[src/rtl/cw305_reg_mailbox_fifo_if.sv]
// Bus bundle between the USB register front-end / PULPino core and the mailbox.
// The master modport is the host+core side; the slave modport is the mailbox itself.
interface cw305_reg_mailbox_fifo_if #(
    parameter int pADDR_WIDTH   = 21,
    parameter int pBYTECNT_SIZE = 7,
    parameter int pDATA_WIDTH   = 32
);
    logic [pADDR_WIDTH-pBYTECNT_SIZE-1:0] reg_address;
    logic [pBYTECNT_SIZE-1:0]             reg_bytecnt;
    logic [7:0]                           write_data;
    logic [7:0]                           read_data;
    logic                                 reg_read;
    logic                                 reg_write;
    logic                                 reg_addrvalid;
    logic [pDATA_WIDTH-1:0]               O_h2c_data;
    logic                                 O_h2c_valid;
    logic                                 I_h2c_ready;
    logic [pDATA_WIDTH-1:0]               I_c2h_data;
    logic                                 I_c2h_valid;
    logic                                 O_c2h_ready;
    logic                                 O_irq;

    modport master (
        output reg_address, reg_bytecnt, write_data, reg_read, reg_write, reg_addrvalid,
        output I_h2c_ready, I_c2h_data, I_c2h_valid,
        input  read_data, O_h2c_data, O_h2c_valid, O_c2h_ready, O_irq
    );

    modport slave (
        input  reg_address, reg_bytecnt, write_data, reg_read, reg_write, reg_addrvalid,
        input  I_h2c_ready, I_c2h_data, I_c2h_valid,
        output read_data, O_h2c_data, O_h2c_valid, O_c2h_ready, O_irq
    );
endinterface

[src/rtl/cw305_reg_mailbox_fifo.sv]
// Host<->PULPino mailbox: byte-serial register access on the host side, two word FIFOs
// (host->core and core->host) with valid/ready streams, level counters and sticky error flags.
module cw305_reg_mailbox_fifo #(
    parameter int pADDR_WIDTH   = 21,
    parameter int pBYTECNT_SIZE = 7,
    parameter int pDATA_WIDTH   = 32,
    parameter int pDEPTH        = 8,
    parameter int pREG_BASE     = 8
) (
    input logic                    usb_clk,
    input logic                    reset_i,
    cw305_reg_mailbox_fifo_if.slave bus
);
    localparam int NB = pDATA_WIDTH / 8;
    localparam int LW = $clog2(pDEPTH) + 1;
    localparam int PW = LW - 1;
    localparam int AW = pADDR_WIDTH - pBYTECNT_SIZE;

    localparam logic [AW-1:0] A_H2C_DATA  = AW'(pREG_BASE + 0);
    localparam logic [AW-1:0] A_C2H_DATA  = AW'(pREG_BASE + 1);
    localparam logic [AW-1:0] A_STATUS    = AW'(pREG_BASE + 2);
    localparam logic [AW-1:0] A_H2C_LEVEL = AW'(pREG_BASE + 3);
    localparam logic [AW-1:0] A_C2H_LEVEL = AW'(pREG_BASE + 4);
    localparam logic [AW-1:0] A_CTRL      = AW'(pREG_BASE + 5);

    logic [pDATA_WIDTH-1:0] h2c_mem [pDEPTH];
    logic [pDATA_WIDTH-1:0] c2h_mem [pDEPTH];

    logic [PW-1:0]          h2c_wp, h2c_rp, c2h_wp, c2h_rp;
    logic [PW-1:0]          h2c_wp_d, h2c_rp_d, c2h_wp_d, c2h_rp_d;
    logic [LW-1:0]          h2c_level, c2h_level, h2c_level_d, c2h_level_d;
    logic [pDATA_WIDTH-1:0] asm_q, asm_d, push_word, c2h_head;
    logic                   h2c_ovf, c2h_udf, h2c_ovf_d, c2h_udf_d;
    logic                   rd_q, irq_q, irq_d;
    logic [7:0]             read_data_q, read_data_d, rd_byte, status;

    logic wr, rd_edge, lane_ok, lane_last, lane_zero;
    logic sel_h2c, sel_c2h, sel_status, sel_h2c_lvl, sel_c2h_lvl, sel_ctrl;
    logic h2c_empty, h2c_full, c2h_empty, c2h_full;
    logic h2c_wr, h2c_wr_last, h2c_push, h2c_pop;
    logic c2h_rd, c2h_push, c2h_pop;
    logic ctrl_wr, flush_h2c, flush_c2h, clr_sticky;

    assign wr        = bus.reg_addrvalid & bus.reg_write;
    // A held reg_read only acts on its first cycle.
    assign rd_edge   = bus.reg_addrvalid & bus.reg_read & ~rd_q;
    assign lane_ok   = bus.reg_bytecnt < pBYTECNT_SIZE'(NB);
    assign lane_last = bus.reg_bytecnt == pBYTECNT_SIZE'(NB - 1);
    assign lane_zero = bus.reg_bytecnt == '0;

    assign sel_h2c     = bus.reg_address == A_H2C_DATA;
    assign sel_c2h     = bus.reg_address == A_C2H_DATA;
    assign sel_status  = bus.reg_address == A_STATUS;
    assign sel_h2c_lvl = bus.reg_address == A_H2C_LEVEL;
    assign sel_c2h_lvl = bus.reg_address == A_C2H_LEVEL;
    assign sel_ctrl    = bus.reg_address == A_CTRL;

    assign h2c_empty = h2c_level == '0;
    assign h2c_full  = h2c_level == LW'(pDEPTH);
    assign c2h_empty = c2h_level == '0;
    assign c2h_full  = c2h_level == LW'(pDEPTH);

    // Fullness is judged on the current level, so a same-cycle core pop cannot make room.
    assign h2c_wr      = wr & sel_h2c & lane_ok;
    assign h2c_wr_last = wr & sel_h2c & lane_last;
    assign h2c_push    = h2c_wr_last & ~h2c_full;
    assign h2c_pop     = ~h2c_empty & bus.I_h2c_ready;

    assign c2h_push = bus.I_c2h_valid & ~c2h_full;
    assign c2h_rd   = rd_edge & sel_c2h & lane_ok;
    assign c2h_pop  = c2h_rd & lane_last & ~c2h_empty;

    assign ctrl_wr    = wr & sel_ctrl & lane_zero;
    assign flush_h2c  = ctrl_wr & bus.write_data[0];
    assign flush_c2h  = ctrl_wr & bus.write_data[1];
    assign clr_sticky = ctrl_wr & bus.write_data[2];

    assign status   = {2'b00, c2h_udf, h2c_ovf, c2h_full, c2h_empty, h2c_full, h2c_empty};
    assign c2h_head = c2h_mem[c2h_rp];

    always_comb begin
        // NOTE: every combinationally assigned signal gets a default first, so no latch is inferred.
        asm_d     = asm_q;
        push_word = asm_q;
        push_word[(NB-1)*8 +: 8] = bus.write_data;
        for (int i = 0; i < NB; i++) begin
            if (h2c_wr && bus.reg_bytecnt == pBYTECNT_SIZE'(i)) asm_d[i*8 +: 8] = bus.write_data;
        end
    end

    always_comb begin
        rd_byte = 8'h00;
        if (sel_c2h && lane_ok && !c2h_empty) begin
            for (int i = 0; i < NB; i++) begin
                if (bus.reg_bytecnt == pBYTECNT_SIZE'(i)) rd_byte = c2h_head[i*8 +: 8];
            end
        end else if (sel_status) begin
            rd_byte = status;
        end else if (sel_h2c_lvl && lane_zero) begin
            rd_byte = 8'(h2c_level);
        end else if (sel_c2h_lvl && lane_zero) begin
            rd_byte = 8'(c2h_level);
        end
        read_data_d = rd_edge ? rd_byte : read_data_q;
    end

    always_comb begin
        h2c_wp_d    = h2c_push ? h2c_wp + PW'(1) : h2c_wp;
        h2c_rp_d    = h2c_pop  ? h2c_rp + PW'(1) : h2c_rp;
        h2c_level_d = h2c_level;
        if (h2c_push && !h2c_pop)      h2c_level_d = h2c_level + LW'(1);
        else if (h2c_pop && !h2c_push) h2c_level_d = h2c_level - LW'(1);

        c2h_wp_d    = c2h_push ? c2h_wp + PW'(1) : c2h_wp;
        c2h_rp_d    = c2h_pop  ? c2h_rp + PW'(1) : c2h_rp;
        c2h_level_d = c2h_level;
        if (c2h_push && !c2h_pop)      c2h_level_d = c2h_level + LW'(1);
        else if (c2h_pop && !c2h_push) c2h_level_d = c2h_level - LW'(1);

        // Control actions override any traffic on the same FIFO in the same cycle.
        if (flush_h2c) begin
            h2c_wp_d = '0; h2c_rp_d = '0; h2c_level_d = '0;
        end
        if (flush_c2h) begin
            c2h_wp_d = '0; c2h_rp_d = '0; c2h_level_d = '0;
        end

        h2c_ovf_d = clr_sticky ? 1'b0 : (h2c_ovf | (h2c_wr_last & h2c_full));
        c2h_udf_d = clr_sticky ? 1'b0 : (c2h_udf | (c2h_rd & c2h_empty));
        irq_d     = (c2h_level_d != '0) | h2c_ovf_d | c2h_udf_d;
    end

    always_ff @(posedge usb_clk) begin
        // NOTE: sequential state uses non-blocking assignments so every register samples pre-edge values.
        if (reset_i) begin
            h2c_wp      <= '0;
            h2c_rp      <= '0;
            h2c_level   <= '0;
            c2h_wp      <= '0;
            c2h_rp      <= '0;
            c2h_level   <= '0;
            asm_q       <= '0;
            h2c_ovf     <= 1'b0;
            c2h_udf     <= 1'b0;
            rd_q        <= 1'b0;
            irq_q       <= 1'b0;
            read_data_q <= 8'h00;
        end else begin
            h2c_wp      <= h2c_wp_d;
            h2c_rp      <= h2c_rp_d;
            h2c_level   <= h2c_level_d;
            c2h_wp      <= c2h_wp_d;
            c2h_rp      <= c2h_rp_d;
            c2h_level   <= c2h_level_d;
            asm_q       <= asm_d;
            h2c_ovf     <= h2c_ovf_d;
            c2h_udf     <= c2h_udf_d;
            rd_q        <= bus.reg_read;
            irq_q       <= irq_d;
            read_data_q <= read_data_d;
        end
    end

    // NOTE: FIFO storage has no reset; levels and pointers define validity and the head output is masked when empty.
    always_ff @(posedge usb_clk) begin
        if (h2c_push) h2c_mem[h2c_wp] <= push_word;
        if (c2h_push) c2h_mem[c2h_wp] <= bus.I_c2h_data;
    end

    assign bus.read_data   = read_data_q;
    assign bus.O_h2c_data  = h2c_empty ? '0 : h2c_mem[h2c_rp];
    assign bus.O_h2c_valid = ~h2c_empty;
    assign bus.O_c2h_ready = ~c2h_full;
    assign bus.O_irq       = irq_q;
endmodule

[src/flat_wrapper.sv]
// flat-port wrapper written by rule: the top's interface ports become plain ports
module cw305_reg_mailbox_fifo_flat 
#(
    parameter int pADDR_WIDTH   = 21,
    parameter int pBYTECNT_SIZE = 7,
    parameter int pDATA_WIDTH   = 32,
    parameter int pDEPTH        = 8,
    parameter int pREG_BASE     = 8
)
  (usb_clk, reset_i, bus_reg_address, bus_reg_bytecnt, bus_write_data, bus_reg_read, bus_reg_write, bus_reg_addrvalid, bus_I_h2c_ready, bus_I_c2h_data, bus_I_c2h_valid, bus_read_data, bus_O_h2c_data, bus_O_h2c_valid, bus_O_c2h_ready, bus_O_irq);
  cw305_reg_mailbox_fifo_if #(.pADDR_WIDTH(pADDR_WIDTH), .pBYTECNT_SIZE(pBYTECNT_SIZE), .pDATA_WIDTH(pDATA_WIDTH)) bus_i ();
  input logic usb_clk;
  input logic reset_i;
  input wire logic [$bits(bus_i.reg_address)-1:0] bus_reg_address;
  input wire logic [$bits(bus_i.reg_bytecnt)-1:0] bus_reg_bytecnt;
  input wire logic [$bits(bus_i.write_data)-1:0] bus_write_data;
  input wire logic [$bits(bus_i.reg_read)-1:0] bus_reg_read;
  input wire logic [$bits(bus_i.reg_write)-1:0] bus_reg_write;
  input wire logic [$bits(bus_i.reg_addrvalid)-1:0] bus_reg_addrvalid;
  input wire logic [$bits(bus_i.I_h2c_ready)-1:0] bus_I_h2c_ready;
  input wire logic [$bits(bus_i.I_c2h_data)-1:0] bus_I_c2h_data;
  input wire logic [$bits(bus_i.I_c2h_valid)-1:0] bus_I_c2h_valid;
  output wire logic [$bits(bus_i.read_data)-1:0] bus_read_data;
  output wire logic [$bits(bus_i.O_h2c_data)-1:0] bus_O_h2c_data;
  output wire logic [$bits(bus_i.O_h2c_valid)-1:0] bus_O_h2c_valid;
  output wire logic [$bits(bus_i.O_c2h_ready)-1:0] bus_O_c2h_ready;
  output wire logic [$bits(bus_i.O_irq)-1:0] bus_O_irq;
  assign bus_i.reg_address = bus_reg_address;
  assign bus_i.reg_bytecnt = bus_reg_bytecnt;
  assign bus_i.write_data = bus_write_data;
  assign bus_i.reg_read = bus_reg_read;
  assign bus_i.reg_write = bus_reg_write;
  assign bus_i.reg_addrvalid = bus_reg_addrvalid;
  assign bus_i.I_h2c_ready = bus_I_h2c_ready;
  assign bus_i.I_c2h_data = bus_I_c2h_data;
  assign bus_i.I_c2h_valid = bus_I_c2h_valid;
  assign bus_read_data = bus_i.read_data;
  assign bus_O_h2c_data = bus_i.O_h2c_data;
  assign bus_O_h2c_valid = bus_i.O_h2c_valid;
  assign bus_O_c2h_ready = bus_i.O_c2h_ready;
  assign bus_O_irq = bus_i.O_irq;
  cw305_reg_mailbox_fifo #(.pADDR_WIDTH(pADDR_WIDTH), .pBYTECNT_SIZE(pBYTECNT_SIZE), .pDATA_WIDTH(pDATA_WIDTH), .pDEPTH(pDEPTH), .pREG_BASE(pREG_BASE)) u_core (.usb_clk(usb_clk), .reset_i(reset_i), .bus(bus_i));
endmodule
[config.mk]
export PLATFORM = sky130hd
export DESIGN_NAME = cw305_reg_mailbox_fifo_flat
export DESIGN_NICKNAME = d
export VERILOG_FILES = /design/src/rtl/cw305_reg_mailbox_fifo_if.sv /design/src/rtl/cw305_reg_mailbox_fifo.sv /design/src/flat_wrapper.sv
export SDC_FILE = /design/constraint.sdc
export NUM_CORES = 1
export LEC_CHECK = 0
export BUFFER_PORTS_ARGS = -buffer_cell sky130_fd_sc_hd__buf_2
export CORE_ASPECT_RATIO = 1.25
export CORE_MARGIN = 2
export CORE_UTILIZATION = 35
export CTS_CLUSTER_SIZE = 14
export DETAILED_ROUTE_END_ITERATION = 16
export MAX_ROUTING_LAYER = met4
export PLACE_DENSITY = 0.59
export SYNTH_ARGS = -nofsm -noshare
export SYNTH_HDL_FRONTEND = slang
export SYNTH_SLANG_ARGS = --single-unit
[constraint.sdc]
create_clock -name usb_clk -period 7.28 [get_ports usb_clk]
set_input_delay 1.456 -clock usb_clk [delete_from_list [all_inputs] [get_ports usb_clk]]
set_output_delay 1.456 -clock usb_clk [all_outputs]
set_load 0.05 [all_outputs]
* Yosys cells after proc, flatten, opt, wreduce, memory -nomap -nowiden
Memories as Yosys holds them, arrays and structs flattened. A register that Yosys moved wholly into a read port is not among the register bits. Cells that the tools add are included.
Word-level totals: output and inout bits 43, memories kept 2, memory bits (read-only) 0, input port bits 68, bits in latches 0, bits in writable memories 512, register bits 56
Memories:
- u_core.c2h_mem | words 8, width 32, rd ports 1, clocked after memory_dff 1, write ports 1, line cw305_reg_mailbox_fifo.sv:27 | logic [pDATA_WIDTH-1:0] c2h_mem [pDEPTH];
- u_core.h2c_mem | words 8, width 32, rd ports 1, clocked after memory_dff 1, write ports 1, line cw305_reg_mailbox_fifo.sv:26 | logic [pDATA_WIDTH-1:0] h2c_mem [pDEPTH];
Operators by class: $mul 0, bitwise gates (word level) 29, magnitude comparators 1, div/mod/pow operators 0, shift operators 0, eq/ne operators 11, add/subtract/negate cells 8, muxes and demuxes 24, reductions and logical operators 23
Operators by type and width (count):
- $eq A14 B4 Y1 const B | 6
- $mux W8 | 7
- $mux W32 | 1
- $mux W4 | 6
- $and A1 B1 Y1 | 20
- $eq A7 B2 Y1 const B | 2
- $add A3 B1 Y3 const B | 4
- $mux W3 | 4
- $logic_and A1 B1 Y1 | 11
- $add A4 B1 Y4 const B | 2
- $eq A4 B4 Y1 const B | 2
- $logic_not A4 Y1 | 2
- $sub A4 B1 Y4 const B | 2
- $eq A7 B1 Y1 const B | 1
- $logic_not A7 Y1 | 1
- $lt A7 B3 Y1 const B | 1
- $mux W1 | 6
- $logic_not A1 Y1 | 5
- $not A1 Y1 | 5
- $or A1 B1 Y1 | 4
- $reduce_bool A4 Y1 | 1
- $reduce_or A2 Y1 | 2
- $reduce_bool A2 Y1 | 1

* Longest topological paths before layout
Gate-level depths: netlist of run 1.
depth after elaboration 13, gate-level depth with buffers 13

* Least setup slack after synthesis of run 1
No wires, ideal clock.
path kind input -> register, start point input port bus_reg_address[7], end point memory u_core.h2c_mem[1][0], enable pin, required time 6.767 ns, stages on the path 5, setup slack 0.939 ns, buffers on the path 0, library setup time 0.513 ns, arrival 5.828 ns, cells stage by stage nor4_4 nand4b_1 nor2_2 nand3_2 nor4b_1
Between the ends: word-level cells in the longest chain between the ends 6
RTL lines:
- start, declared | line flat_wrapper.sv:14 | input wire logic [$bits(bus_i.reg_address)-1:0] bus_reg_address;
- $eq A14 B4 Y1 | line cw305_reg_mailbox_fifo.sv:51 | assign sel_h2c = bus.reg_address == A_H2C_DATA;
- $and A1 B1 Y1 (2 in a row) | line cw305_reg_mailbox_fifo.sv:65 | assign h2c_wr_last = wr & sel_h2c & lane_last;
- $and A1 B1 Y1 | line cw305_reg_mailbox_fifo.sv:66 | assign h2c_push = h2c_wr_last & ~h2c_full;
- $mux W1 | line cw305_reg_mailbox_fifo.sv:166 | if (h2c_push) h2c_mem[h2c_wp] <= push_word;
- $mux W1 (not written as such) | line cw305_reg_mailbox_fifo.sv:166
- end, declared | line cw305_reg_mailbox_fifo.sv:26
No other way between the ends.

==> impl_metrics.xml, run 1 <==
<?xml version="1.0" encoding="UTF-8"?>
<metrics>
  <group name="sta">
    <metric name="final.setup.worst_slack" unit="ns">2.55</metric>
    <metric name="achievable-frequency" unit="MHz">211</metric>
    <metric name="tns" unit="ns">0</metric>
    <metric name="timing_hold_violations_final" unit="">0</metric>
    <metric name="worst_slack_on_hold_paths" unit="ns">0.457</metric>
    <metric name="timing.final.max_slew_violations" unit="">0</metric>
    <metric name="final.period_utilization" unit="">0.650</metric>
    <metric name="setup-violations-final" unit="">0</metric>
    <metric name="skew" unit="ns">0.0209</metric>
    <metric name="finalCriticalPeriod" unit="ns">4.73</metric>
    <metric name="worst_slew_margin_rel" unit="">0.196</metric>
    <metric name="timing_worst_slew_pin_value" unit="ns">1.21</metric>
    <metric name="rsz_0062_raised_after_global_routing" unit="">no</metric>
  </group>
  <group name="route">
    <metric name="wire_per_inst" unit="um">22.7</metric>
    <metric name="routed_via_density" unit="">5.14</metric>
    <metric name="drt_wl_total" unit="um">49600</metric>
    <metric name="antenna_left" unit="">0</metric>
    <metric name="drt_drc_violations_left" unit="">0</metric>
    <metric name="dr_total_vias" unit="">11200</metric>
    <metric name="firstDrtPassIters" unit="">7</metric>
    <metric name="starting_drc_count_in_detailed_routing" unit="">967</metric>
  </group>
  <group name="final_layout">
    <metric name="layout.filler_cells" unit="">5722</metric>
    <metric name="layout.area.seq" unit="um2">16600</metric>
    <metric name="syn_to_final_growth" unit="%">15.1</metric>
    <metric name="postLayoutCellArea" unit="um2">25900</metric>
    <metric name="multi_input_area" unit="um2">5700</metric>
    <metric name="final_layout_size_suffix_gt1_frac" unit="">0.292</metric>
    <metric name="finalNonFillerCells" unit="">2183</metric>
    <metric name="nNetsFinal" unit="">1366</metric>
  </group>
  <group name="synthesis">
    <metric name="synth_enable_flop_cells" unit="">512</metric>
    <metric name="postSynthCellCount" unit="">1151</metric>
    <metric name="synthTopCellsByCount" unit="">512 x edfxtp_1, 125 x mux4_2, 86 x nor2_1</metric>
    <metric name="synthesis.area_per_instance" unit="um2">19.6</metric>
    <metric name="yosysTopAreaCellShare" unit="">0.682</metric>
    <metric name="ys_top_cells_by_area" unit="">edfxtp_1 68%, mux4_2 12%, dfxtp_1 5.5%, mux2i_1 3.4%, nor2_1 1.4%</metric>
    <metric name="yosysWarnings" unit="">0</metric>
    <metric name="ys_seq_elements" unit="">574</metric>
    <metric name="mappedNetlistNets" unit="">1229</metric>
    <metric name="synth_largest_area_cell" unit="">edfxtp_1</metric>
    <metric name="yosysSeqAreaShare" unit="">0.737</metric>
    <metric name="yosys.cell_count.top_type" unit="">edfxtp_1</metric>
    <metric name="synth-async-reset-ratio" unit="">0</metric>
    <metric name="postSynth.topFlopCell" unit="">edfxtp_1</metric>
    <metric name="mappedNetlistArea" unit="um2">22500</metric>
    <metric name="synth.lib_cells_used.distinct" unit="">69</metric>
  </group>
  <group name="setup_path">
    <metric name="worstPathBufferInverterCount" unit="">2</metric>
    <metric name="critical_path.max_fanout" unit="">40</metric>
    <metric name="worst-path-stages" unit="">5</metric>
    <metric name="ff2ff_path_depth" unit="">7</metric>
    <metric name="cp_top_family" unit="">flip-flops</metric>
    <metric name="arrival_time_of_the_worst_setup_path" unit="ns">3.28</metric>
    <metric name="start_of_the_worst_register_to_register_path" unit="">u_core.c2h_level[0]</metric>
    <metric name="endpoint_kind" unit="">output pin</metric>
    <metric name="slowest_delay" unit="ns">0.93</metric>
    <metric name="crit-reg2reg-capture" unit="">u_core.c2h_mem[1][7]</metric>
    <metric name="worstPathCellList" unit="">buf_4 &gt; mux4_2 &gt; mux2i_1 &gt; nor2_1 &gt; buf_2</metric>
    <metric name="worst_setup_path_start_kind" unit="">flop</metric>
    <metric name="worst-r2r-setup-slack" unit="ns">3.97</metric>
    <metric name="setup.worst_path.end" unit="">bus_O_h2c_data[14]</metric>
    <metric name="criticalPathCategory" unit="">flop to output pin</metric>
    <metric name="cp.required" unit="ns">5.82</metric>
    <metric name="critPathSlowestCell" unit="">dfxtp_4</metric>
  </group>
  <group name="placed_design">
    <metric name="port_buffers" unit="">110</metric>
    <metric name="detailedPlacementHpwl" unit="um">29200</metric>
    <metric name="preCtsSetupSlack" unit="ns">2.45</metric>
    <metric name="routabilityCongestion" unit="">0.815</metric>
    <metric name="placed_cells" unit="">2078</metric>
    <metric name="placedInstanceArea" unit="um2">24200</metric>
  </group>
  <group name="floorplanning">
    <metric name="placement_rows" unit="">104</metric>
    <metric name="design.core.area" unit="um2">64000</metric>
    <metric name="fp.dieW" unit="um">231</metric>
    <metric name="fp.dieArea" unit="um2">66400</metric>
    <metric name="floorplan.die.height" unit="um">288</metric>
    <metric name="ioPinCount" unit="">111</metric>
    <metric name="initial_utilization" unit="">0.352</metric>
  </group>
  <group name="clock_tree">
    <metric name="clk_transition_reported_paths" unit="ns">0.06</metric>
    <metric name="postCtsSetupRepairBufs" unit="">0</metric>
    <metric name="hold_fix_buffers_at_cts" unit="">0</metric>
    <metric name="cts.repair.resized" unit="">0</metric>
    <metric name="ctsRootBufferMaster" unit="">clkbuf_16</metric>
    <metric name="htreeDepth" unit="">2</metric>
    <metric name="clk_path_buf_depth" unit="">3</metric>
    <metric name="cts_inserted_buffers" unit="">56</metric>
    <metric name="clock_tree_from_tritoncts" unit="">done</metric>
    <metric name="insertion_delay" unit="ns">0.61</metric>
    <metric name="numClockSinks" unit="">574</metric>
  </group>
  <group name="global_routing">
    <metric name="globalRouteOverflowTotal" unit="">0</metric>
    <metric name="grt_first_pass_wirelength" unit="um">74300</metric>
    <metric name="track_usage" unit="">0.155</metric>
    <metric name="initial_antenna_violation_count" unit="">3</metric>
    <metric name="grt_start_max_net_pins" unit="">65</metric>
    <metric name="grt_pass1_vias" unit="">11900</metric>
  </group>
  <group name="run">
    <metric name="max_cap_violations" unit="">0</metric>
  </group>
  <group name="power_and_ir_drop">
    <metric name="cellLeakagePower" unit="nW">7.99</metric>
    <metric name="power_density_relative_to_cell_area" unit="nW/um2">274</metric>
    <metric name="worst_ir_drop_vdd" unit="mV">0.210</metric>
  </group>
  <group name="worst_hold_path">
    <metric name="worst_hold_path_class" unit="">flop to flop</metric>
    <metric name="worst_hold_path_stage_count" unit="">2</metric>
  </group>
  <group name="status">
    <metric name="outcome" unit="">finished clean</metric>
  </group>
</metrics>
[per-stage QoR]
step / util / power (mW)
2_1_floorplan: - / 4.19
5_1_grt: 0.405 / 7.36
6_report: 0.405 / 7.11
4_1_cts: 0.405 / 7.19
3_5_place_dp: 0.377 / 4.42
3_3_place_gp: 0.377 / 4.41
[routing by layer]
layer / vias up / global-route usage / routed length [um]
met2: 326 / 0.260 / 24900
met3: 61 / 0.0408 / 3320
met5: - / - / 0
met1: 5863 / 0.185 / 20400
li1: 4967 / - / -
met4: 0 / 0.0437 / 940
[cells by family after synthesis]
family / Yosys count / share of synthesized area
adder cells (fa/ha/maj): 12 / 0.00677
flip-flops: 574 / 0.737
multiplexers: 209 / 0.165
buffers and inverters: 63 / 0.0138
AND/OR/NAND/NOR: 206 / 0.0499
AO/OA/AOI/OAI: 72 / 0.0208
XOR/XNOR: 15 / 0.00583
[state kept, by name, summed over array words and instances, names as in the netlist, 4 cells and up, named ones only]
| register | count |
|---|---|
| u_core.h2c_level | 4 |
| u_core.c2h_level | 4 |
| u_core.asm_q | 24 |
| u_core.c2h_mem | 256 |
| u_core.bus.read_data | 8 |
| u_core.h2c_mem | 256 |
[final cells by class]
type / count / area share
Antenna cell: 2 / 0.000193
Clock buffer: 77 / 0.0607
Clock inverter: 26 / 0.00729
Inverter: 7 / 0.00101
Multi-Input combinational cell: 514 / 0.220
Sequential cell: 574 / 0.641
Tap cell: 848 / 0.0409
Timing Repair Buffer: 135 / 0.0285
[placed cells by master (no fill, tap or decap), types with 5 or more instances in the layout]
master / synthesis / final
edfxtp_1: 512 / 512
mux4_2: 125 / 125
buf_2: 18 / 110
nor2_1: 86 / 84
mux2i_1: 76 / 76
clkbuf_16: 0 / 58
dfxtp_1: 62 / 56
nand2_1: 32 / 32
buf_4: 5 / 25
a21oi_1: 22 / 22
nand3_1: 17 / 17
clkbuf_1: 26 / 14
o21ai_0: 11 / 11
ha_1: 9 / 9
clkinv_2: 0 / 9
clkinv_1: 0 / 9
a211oi_1: 8 / 8
xnor2_1: 8 / 8
xor2_1: 7 / 7
nand4_1: 7 / 7
inv_1: 6 / 6
nor3_2: 1 / 6
nor2b_1: 6 / 6
nor4_2: 4 / 5
clkbuf_8: 0 / 5
[worst min path at each step]
stage          slack (ns)                    start                      end
2_1_floorplan        0.45         u_core.h2c_rp[1]                     flop
3_3_place_gp         0.44  u_core.bus.read_data[6]  u_core.bus.read_data[6]
3_5_place_dp         0.45  u_core.bus.read_data[6]  u_core.bus.read_data[6]
4_1_cts              0.46  u_core.bus.read_data[7]  u_core.bus.read_data[7]
5_1_grt              0.47  u_core.bus.read_data[7]  u_core.bus.read_data[7]
6_report             0.46  u_core.bus.read_data[7]  u_core.bus.read_data[7]
[report_power, final]
group	internal, mW	switching (mW)	total [mW]	leakage, nW
clock	1.58	1.19	2.77	0.863
combinational	0.229	0.407	0.637	2.17
sequential	3.62	0.0840	3.70	4.96
[worst min-delay path, stage by stage (launching register included)]
cell and delay, ns:
dfxtp_1 0.31, nand2_1 0.05, a21oi_1 0.05
(Power assumes the default switching activity.)
==> run 2: changes to the inputs <==
PLACE_DENSITY = 0.61   (was 0.59)
clock period = 4.1 ns   (was 7.28 ns; I/O delays follow)
==> run 2 against run 1 <==
Clock skew grew 0.0083 ns. Setup slack worse by 1.9 ns. Core utilization is 0.43 points higher. Non-clock buffer count up 10. Sequential power grew 76%. Sequential cell count unchanged. Die area stayed put. Power is 78% higher. Combinational power up 92%. Wire length increased by 1.4%. Worst hold slack gained 0.016 ns.
==> impl_metrics.xml, run 2 (synthesis gave the netlist of run 1 again) <==
<?xml version="1.0" encoding="UTF-8"?>
<metrics>
  <group name="route">
    <metric name="routed_via_density" unit="">5.18</metric>
    <metric name="wire_per_inst" unit="um">22.9</metric>
    <metric name="antenna_left" unit="">0</metric>
    <metric name="starting_drc_count_in_detailed_routing" unit="">923</metric>
    <metric name="dr_total_vias" unit="">11400</metric>
    <metric name="drt_drc_violations_left" unit="">0</metric>
    <metric name="drt_wl_total" unit="um">50300</metric>
    <metric name="firstDrtPassIters" unit="">5</metric>
  </group>
  <group name="sta">
    <metric name="finalCriticalPeriod" unit="ns">3.50</metric>
    <metric name="timing_hold_violations_final" unit="">0</metric>
    <metric name="timing_worst_slew_pin_value" unit="ns">0.974</metric>
    <metric name="timing.final.max_slew_violations" unit="">0</metric>
    <metric name="final.period_utilization" unit="">0.853</metric>
    <metric name="rsz_0062_raised_after_global_routing" unit="">no</metric>
    <metric name="worst_slack_on_hold_paths" unit="ns">0.472</metric>
    <metric name="worst_slew_margin_rel" unit="">0.350</metric>
    <metric name="skew" unit="ns">0.0292</metric>
    <metric name="achievable-frequency" unit="MHz">286</metric>
    <metric name="setup-violations-final" unit="">0</metric>
    <metric name="final.setup.worst_slack" unit="ns">0.604</metric>
  </group>
  <group name="global_routing">
    <metric name="globalRouteOverflowTotal" unit="">0</metric>
    <metric name="grt_pass1_vias" unit="">11800</metric>
    <metric name="track_usage" unit="">0.156</metric>
    <metric name="grt_first_pass_wirelength" unit="um">74500</metric>
    <metric name="initial_antenna_violation_count" unit="">6</metric>
    <metric name="grt_start_max_net_pins" unit="">65</metric>
  </group>
  <group name="placed_design">
    <metric name="routabilityCongestion" unit="">0.861</metric>
    <metric name="detailedPlacementHpwl" unit="um">29900</metric>
    <metric name="preCtsSetupSlack" unit="ns">0.428</metric>
    <metric name="port_buffers" unit="">110</metric>
    <metric name="placed_cells" unit="">2088</metric>
  </group>
  <group name="setup_path">
    <metric name="endpoint_kind" unit="">output pin</metric>
    <metric name="worstPathCellList" unit="">buf_4 &gt; mux4_2 &gt; mux2i_1 &gt; nor2_1 &gt; buf_2</metric>
    <metric name="critPathSlowestCell" unit="">dfxtp_4</metric>
    <metric name="worst_setup_path_start_kind" unit="">flop</metric>
    <metric name="start_of_the_worst_register_to_register_path" unit="">u_core.h2c_level[0]</metric>
    <metric name="worst-r2r-setup-slack" unit="ns">1.06</metric>
    <metric name="arrival_time_of_the_worst_setup_path" unit="ns">2.68</metric>
    <metric name="cp.required" unit="ns">3.28</metric>
    <metric name="criticalPathCategory" unit="">flop to output pin</metric>
    <metric name="crit-reg2reg-capture" unit="">u_core.h2c_level[3]</metric>
    <metric name="ff2ff_path_depth" unit="">11</metric>
    <metric name="critical_path.max_fanout" unit="">23</metric>
    <metric name="slowest_delay" unit="ns">0.67</metric>
  </group>
  <group name="floorplanning">
    <metric name="fp.dieArea" unit="um2">66400</metric>
    <metric name="floorplan.die.height" unit="um">288</metric>
    <metric name="fp.dieW" unit="um">231</metric>
    <metric name="design.core.area" unit="um2">64000</metric>
    <metric name="ioPinCount" unit="">111</metric>
    <metric name="initial_utilization" unit="">0.352</metric>
    <metric name="placement_rows" unit="">104</metric>
  </group>
  <group name="status">
    <metric name="outcome" unit="">finished clean</metric>
  </group>
  <group name="final_layout">
    <metric name="finalNonFillerCells" unit="">2194</metric>
    <metric name="final_cell_mix" unit="">512 x edfxtp_1, 125 x mux4_2, 110 x buf_2</metric>
    <metric name="nNetsFinal" unit="">1375</metric>
    <metric name="final_layout_size_suffix_gt1_frac" unit="">0.295</metric>
    <metric name="layout_top_registers" unit="">u_core.c2h_mem x256, u_core.h2c_mem x256, u_core.asm_q x24</metric>
    <metric name="layout_commonest_cell" unit="">edfxtp_1</metric>
    <metric name="syn_to_final_growth" unit="%">16.3</metric>
  </group>
  <group name="clock_tree">
    <metric name="cts.repair.resized" unit="">0</metric>
    <metric name="postCtsSetupRepairBufs" unit="">0</metric>
    <metric name="insertion_delay" unit="ns">0.60</metric>
    <metric name="clk_transition_reported_paths" unit="ns">0.06</metric>
    <metric name="clk_path_buf_depth" unit="">3</metric>
    <metric name="ctsRootBufferMaster" unit="">clkbuf_16</metric>
    <metric name="clock_tree_from_tritoncts" unit="">done</metric>
    <metric name="numClockSinks" unit="">574</metric>
    <metric name="hold_fix_buffers_at_cts" unit="">0</metric>
    <metric name="htreeDepth" unit="">2</metric>
    <metric name="cts_inserted_buffers" unit="">55</metric>
  </group>
  <group name="power_and_ir_drop">
    <metric name="cellLeakagePower" unit="nW">8.06</metric>
    <metric name="worst_ir_drop_vdd" unit="mV">0.564</metric>
    <metric name="power_density_relative_to_cell_area" unit="nW/um2">482</metric>
    <metric name="totalPowerFinal" unit="mW">12.6</metric>
  </group>
  <group name="worst_hold_path">
    <metric name="worst_hold_path_class" unit="">input pin to flop</metric>
    <metric name="hp-start" unit="">bus_reg_read</metric>
    <metric name="worst_hold_path_stage_count" unit="">2</metric>
    <metric name="destination_of_the_worst_hold_path" unit="">u_core.rd_q</metric>
  </group>
  <group name="run">
    <metric name="max_cap_violations" unit="">0</metric>
  </group>
</metrics>
[run 2: cell types whose count changed in the layout (fill, tap and decap cells not counted), moves of 3 or more]
cell      previous run  this run
nor3b_4              0         3
nor3b_2              4         1
nor3_2               6         3
diode_2              2         5
buf_12               0        12
clkinv_2             9         5
nor3_4               2         5
[run 2: critical path: cells and delay by family, from the launching register on]
family	cells	cell delay, ns
and+or+nand+nor	1	0.12
muxes	2	0.70
DFF	1	0.67
buffers and inverters	2	0.58
[run 2: cell type report]
cell class                 instances  area, um2
antenna                            5       12.5
multi-input combinational        514       5760
sequential                       574      16600
inverter                           7       26.3
timing repair buffer             145        963
tap                              848       1060
clock inverter                    22        181
clock buffer                      79       1570
fill                            5742      37800
[run 2: per-stage QoR]
stage           util  TNS, ns  cell area (um2)
2_1_floorplan      -  -200.53            22600
3_3_place_gp   0.382        0            24400
3_5_place_dp   0.382        0            24400
4_1_cts        0.409        0            26200
5_1_grt        0.409        0            26200
6_report       0.409        0            26200
[run 2: power breakdown]
group          leakage (nW)  internal, mW  switching (mW)  total [mW]
logic                  2.25         0.427           0.791        1.22
registers              4.96          6.42          0.0905        6.51
clock network         0.850          2.79            2.11        4.90
total                  8.06          9.64            2.99        12.6
[run 2: worst max-delay path by stage]
stage / startpoint / to / slack, ns / cells after the start
5_1_grt: flop / bus_O_h2c_data[18] / 0.38 / 5
6_report: flop / bus_O_h2c_data[17] / 0.60 / 5
3_3_place_gp: bus_reg_address[2] / u_core.h2c_level[3] / 0.51 / 15
4_1_cts: flop / bus_O_h2c_data[17] / 0.50 / 5
3_5_place_dp: bus_reg_address[2] / u_core.h2c_level[3] / 0.43 / 15
2_1_floorplan: bus_reg_address[7] / u_core.h2c_mem[1][0] / -1.60 / 5
[run 2: routing by layer]
metal  vias to the layer above  GRT usage  routed length, um
li1                       4986          -                  -
met1                      5936      0.193              20700
met2                       359      0.251              24600
met3                        75     0.0416               3710
met4                         0     0.0469               1260
met5                         -          -                  0
==> run 3: changes to the inputs <==
CAP_MARGIN = 40   (was not set)
PLACE_DENSITY = 0.59   (was 0.61)
clock period = 3.5 ns   (was 4.1 ns; I/O delays follow)
==> run 3 against run 2 <==
Via count shrank 1.1%. Critical endpoint is now bus_O_h2c_data[26]. Design area grew 1.4%. Clock skew grew 0.0078 ns. Critical path type unchanged. Largest cell class unchanged.
==> impl_metrics.xml, run 3 (synthesis gave the netlist of run 1 again) <==
<?xml version="1.0" encoding="UTF-8"?>
<metrics>
  <group name="floorplanning">
    <metric name="fp.dieArea" unit="um2">66400</metric>
    <metric name="ioPinCount" unit="">111</metric>
    <metric name="placement_rows" unit="">104</metric>
    <metric name="fp.dieW" unit="um">231</metric>
    <metric name="initial_utilization" unit="">0.352</metric>
    <metric name="design.core.area" unit="um2">64000</metric>
    <metric name="floorplan.die.height" unit="um">288</metric>
  </group>
  <group name="power_and_ir_drop">
    <metric name="cellLeakagePower" unit="nW">8.20</metric>
    <metric name="power.clock.fraction" unit="">0.396</metric>
    <metric name="switching_share" unit="">0.235</metric>
    <metric name="seqPwrFrac" unit="">0.507</metric>
    <metric name="power.switching" unit="mW">3.54</metric>
    <metric name="p_int" unit="mW">11.5</metric>
    <metric name="totalPowerFinal" unit="mW">15.0</metric>
    <metric name="power_density_relative_to_cell_area" unit="nW/um2">566</metric>
    <metric name="worst_ir_drop_vdd" unit="mV">0.444</metric>
    <metric name="power.share.combinational" unit="">0.096</metric>
  </group>
  <group name="clock_tree">
    <metric name="hold_fix_buffers_at_cts" unit="">0</metric>
    <metric name="clk_transition_reported_paths" unit="ns">0.06</metric>
    <metric name="clock_tree_from_tritoncts" unit="">done</metric>
    <metric name="htreeDepth" unit="">2</metric>
    <metric name="cts_inserted_buffers" unit="">56</metric>
    <metric name="numClockSinks" unit="">574</metric>
    <metric name="insertion_delay" unit="ns">0.61</metric>
    <metric name="postCtsSetupRepairBufs" unit="">0</metric>
    <metric name="clk_path_buf_depth" unit="">3</metric>
    <metric name="ctsRootBufferMaster" unit="">clkbuf_16</metric>
    <metric name="cts.repair.resized" unit="">0</metric>
  </group>
  <group name="global_routing">
    <metric name="globalRouteOverflowTotal" unit="">0</metric>
    <metric name="grt_pass1_vias" unit="">11800</metric>
    <metric name="grt_start_max_net_pins" unit="">65</metric>
    <metric name="track_usage" unit="">0.156</metric>
    <metric name="grt_first_pass_wirelength" unit="um">74500</metric>
    <metric name="initial_antenna_violation_count" unit="">3</metric>
  </group>
  <group name="placed_design">
    <metric name="port_buffers" unit="">110</metric>
    <metric name="routabilityCongestion" unit="">0.895</metric>
    <metric name="detailedPlacementHpwl" unit="um">30700</metric>
  </group>
  <group name="route">
    <metric name="drt_drc_violations_left" unit="">0</metric>
    <metric name="drt_wl_total" unit="um">50100</metric>
    <metric name="dr_total_vias" unit="">11200</metric>
    <metric name="antenna_left" unit="">0</metric>
    <metric name="wire_per_inst" unit="um">22.7</metric>
    <metric name="firstDrtPassIters" unit="">7</metric>
    <metric name="starting_drc_count_in_detailed_routing" unit="">973</metric>
    <metric name="routed_via_density" unit="">5.09</metric>
  </group>
  <group name="setup_path">
    <metric name="worst_setup_path_start_kind" unit="">flop</metric>
    <metric name="endpoint_kind" unit="">output pin</metric>
    <metric name="critical_path.max_fanout" unit="">21</metric>
    <metric name="arrival_time_of_the_worst_setup_path" unit="ns">2.61</metric>
    <metric name="critPathSlowestCell" unit="">dfxtp_4</metric>
    <metric name="ff2ff_path_depth" unit="">11</metric>
    <metric name="worstPathCellList" unit="">buf_12 &gt; mux4_2 &gt; mux2i_1 &gt; nor2_1 &gt; buf_2</metric>
    <metric name="worst-r2r-setup-slack" unit="ns">0.65</metric>
    <metric name="start_of_the_worst_register_to_register_path" unit="">u_core.h2c_level[0]</metric>
    <metric name="criticalPathCategory" unit="">flop to output pin</metric>
    <metric name="worstPathBufferInverterCount" unit="">2</metric>
    <metric name="cp.required" unit="ns">2.80</metric>
    <metric name="cp_top_family" unit="">multiplexers</metric>
    <metric name="slowest_delay" unit="ns">0.61</metric>
    <metric name="crit-reg2reg-capture" unit="">u_core.h2c_level[3]</metric>
  </group>
  <group name="final_layout">
    <metric name="syn_to_final_growth" unit="%">17.9</metric>
    <metric name="nNetsFinal" unit="">1390</metric>
    <metric name="final_layout_size_suffix_gt1_frac" unit="">0.307</metric>
    <metric name="layout.filler_cells" unit="">5698</metric>
    <metric name="layout_top_registers" unit="">u_core.c2h_mem x256, u_core.h2c_mem x256, u_core.asm_q x24</metric>
    <metric name="layout_commonest_cell" unit="">edfxtp_1</metric>
    <metric name="final_cell_mix" unit="">512 x edfxtp_1, 125 x mux4_2, 110 x buf_2</metric>
  </group>
  <group name="worst_hold_path">
    <metric name="worst_hold_path_class" unit="">input pin to flop</metric>
    <metric name="worst_hold_path_stage_count" unit="">2</metric>
    <metric name="hp-start" unit="">bus_reg_read</metric>
    <metric name="destination_of_the_worst_hold_path" unit="">u_core.rd_q</metric>
  </group>
  <group name="status">
    <metric name="outcome" unit="">finished clean</metric>
  </group>
  <group name="sta">
    <metric name="final.period_utilization" unit="">0.946</metric>
    <metric name="skew" unit="ns">0.0370</metric>
    <metric name="timing.final.max_slew_violations" unit="">0</metric>
    <metric name="achievable-frequency" unit="MHz">302</metric>
    <metric name="timing_worst_slew_pin_value" unit="ns">0.785</metric>
    <metric name="timing_hold_violations_final" unit="">0</metric>
    <metric name="worst_slew_margin_rel" unit="">0.477</metric>
    <metric name="worst_slack_on_hold_paths" unit="ns">0.353</metric>
    <metric name="rsz_0062_raised_after_global_routing" unit="">no</metric>
    <metric name="setup-violations-final" unit="">0</metric>
    <metric name="finalCriticalPeriod" unit="ns">3.31</metric>
  </group>
  <group name="run">
    <metric name="max_cap_violations" unit="">0</metric>
  </group>
</metrics>
## run 3: cell count changes in the layout (fill, tap and decap cells not counted), sizes merged
cell / change
bufinv: +3
clkinvlp: -1
buf: +14
clkinv: +6
inv: -3
diode: -4
clkbuf: -3
## run 3: metal layers
| metal | vias to the layer above | routed length, um | GRT usage |
|---|---|---|---|
| met4 | 0 | 616 | 0.0277 |
| met1 | 5855 | 20500 | 0.190 |
| li1 | 5018 | - | - |
| met3 | 52 | 3480 | 0.0403 |
| met2 | 306 | 25500 | 0.266 |
| met5 | - | 0 | - |
## run 3: cell type report
type,count,area (um2),share of cell area
flip-flops and latches,574,16600,0.626
multi-input cells,514,5800,0.219
clock buffers,76,1530,0.0575
repair buffers,159,1190,0.0449
well taps,848,1060,0.0400
clock inverters,27,313,0.0118
inverters,7,26.3,0.000989
diodes,1,2.50,0.0000942
## run 3: worst max-delay path by stage
| stage | start | endpoint | cells after the start |
|---|---|---|---|
| floorplan | u_core.c2h_level[0] | u_core.c2h_mem[2][0] | 5 |
| global placement | bus_reg_address[2] | u_core.h2c_level[3] | 15 |
| detailed placement | bus_reg_address[2] | u_core.h2c_level[3] | 15 |
| CTS | flop | bus_O_h2c_data[26] | 5 |
| global route | flop | bus_O_h2c_data[17] | 5 |
| finish | flop | bus_O_h2c_data[26] | 5 |
## run 3: power by group through the flow
stage	logic (mW)	clock network, mW	registers, mW
detailed placement	1.48	0	7.77
global route	1.56	6.36	7.63
global placement	1.47	0	7.77
CTS	1.48	6.12	7.62
floorplan	0.989	0	7.73
finish	1.45	5.95	7.62
## run 3: stage by stage
step / cell area [um2] / utilization / TNS, ns / cells / setup slack, ns
after global placement: 24700 / 0.386 / 0 / 2102 / 0.188
after floorplan: 22700 / - / -27.08 / 1151 / -0.356
after global routing: 26600 / 0.415 / 0 / 2206 / 0.0453
after CTS: 26600 / 0.415 / 0 / 2205 / 0.134
after detailed placement: 24700 / 0.386 / 0 / 2102 / 0.173
final: 26600 / 0.415 / 0 / 2206 / 0.190
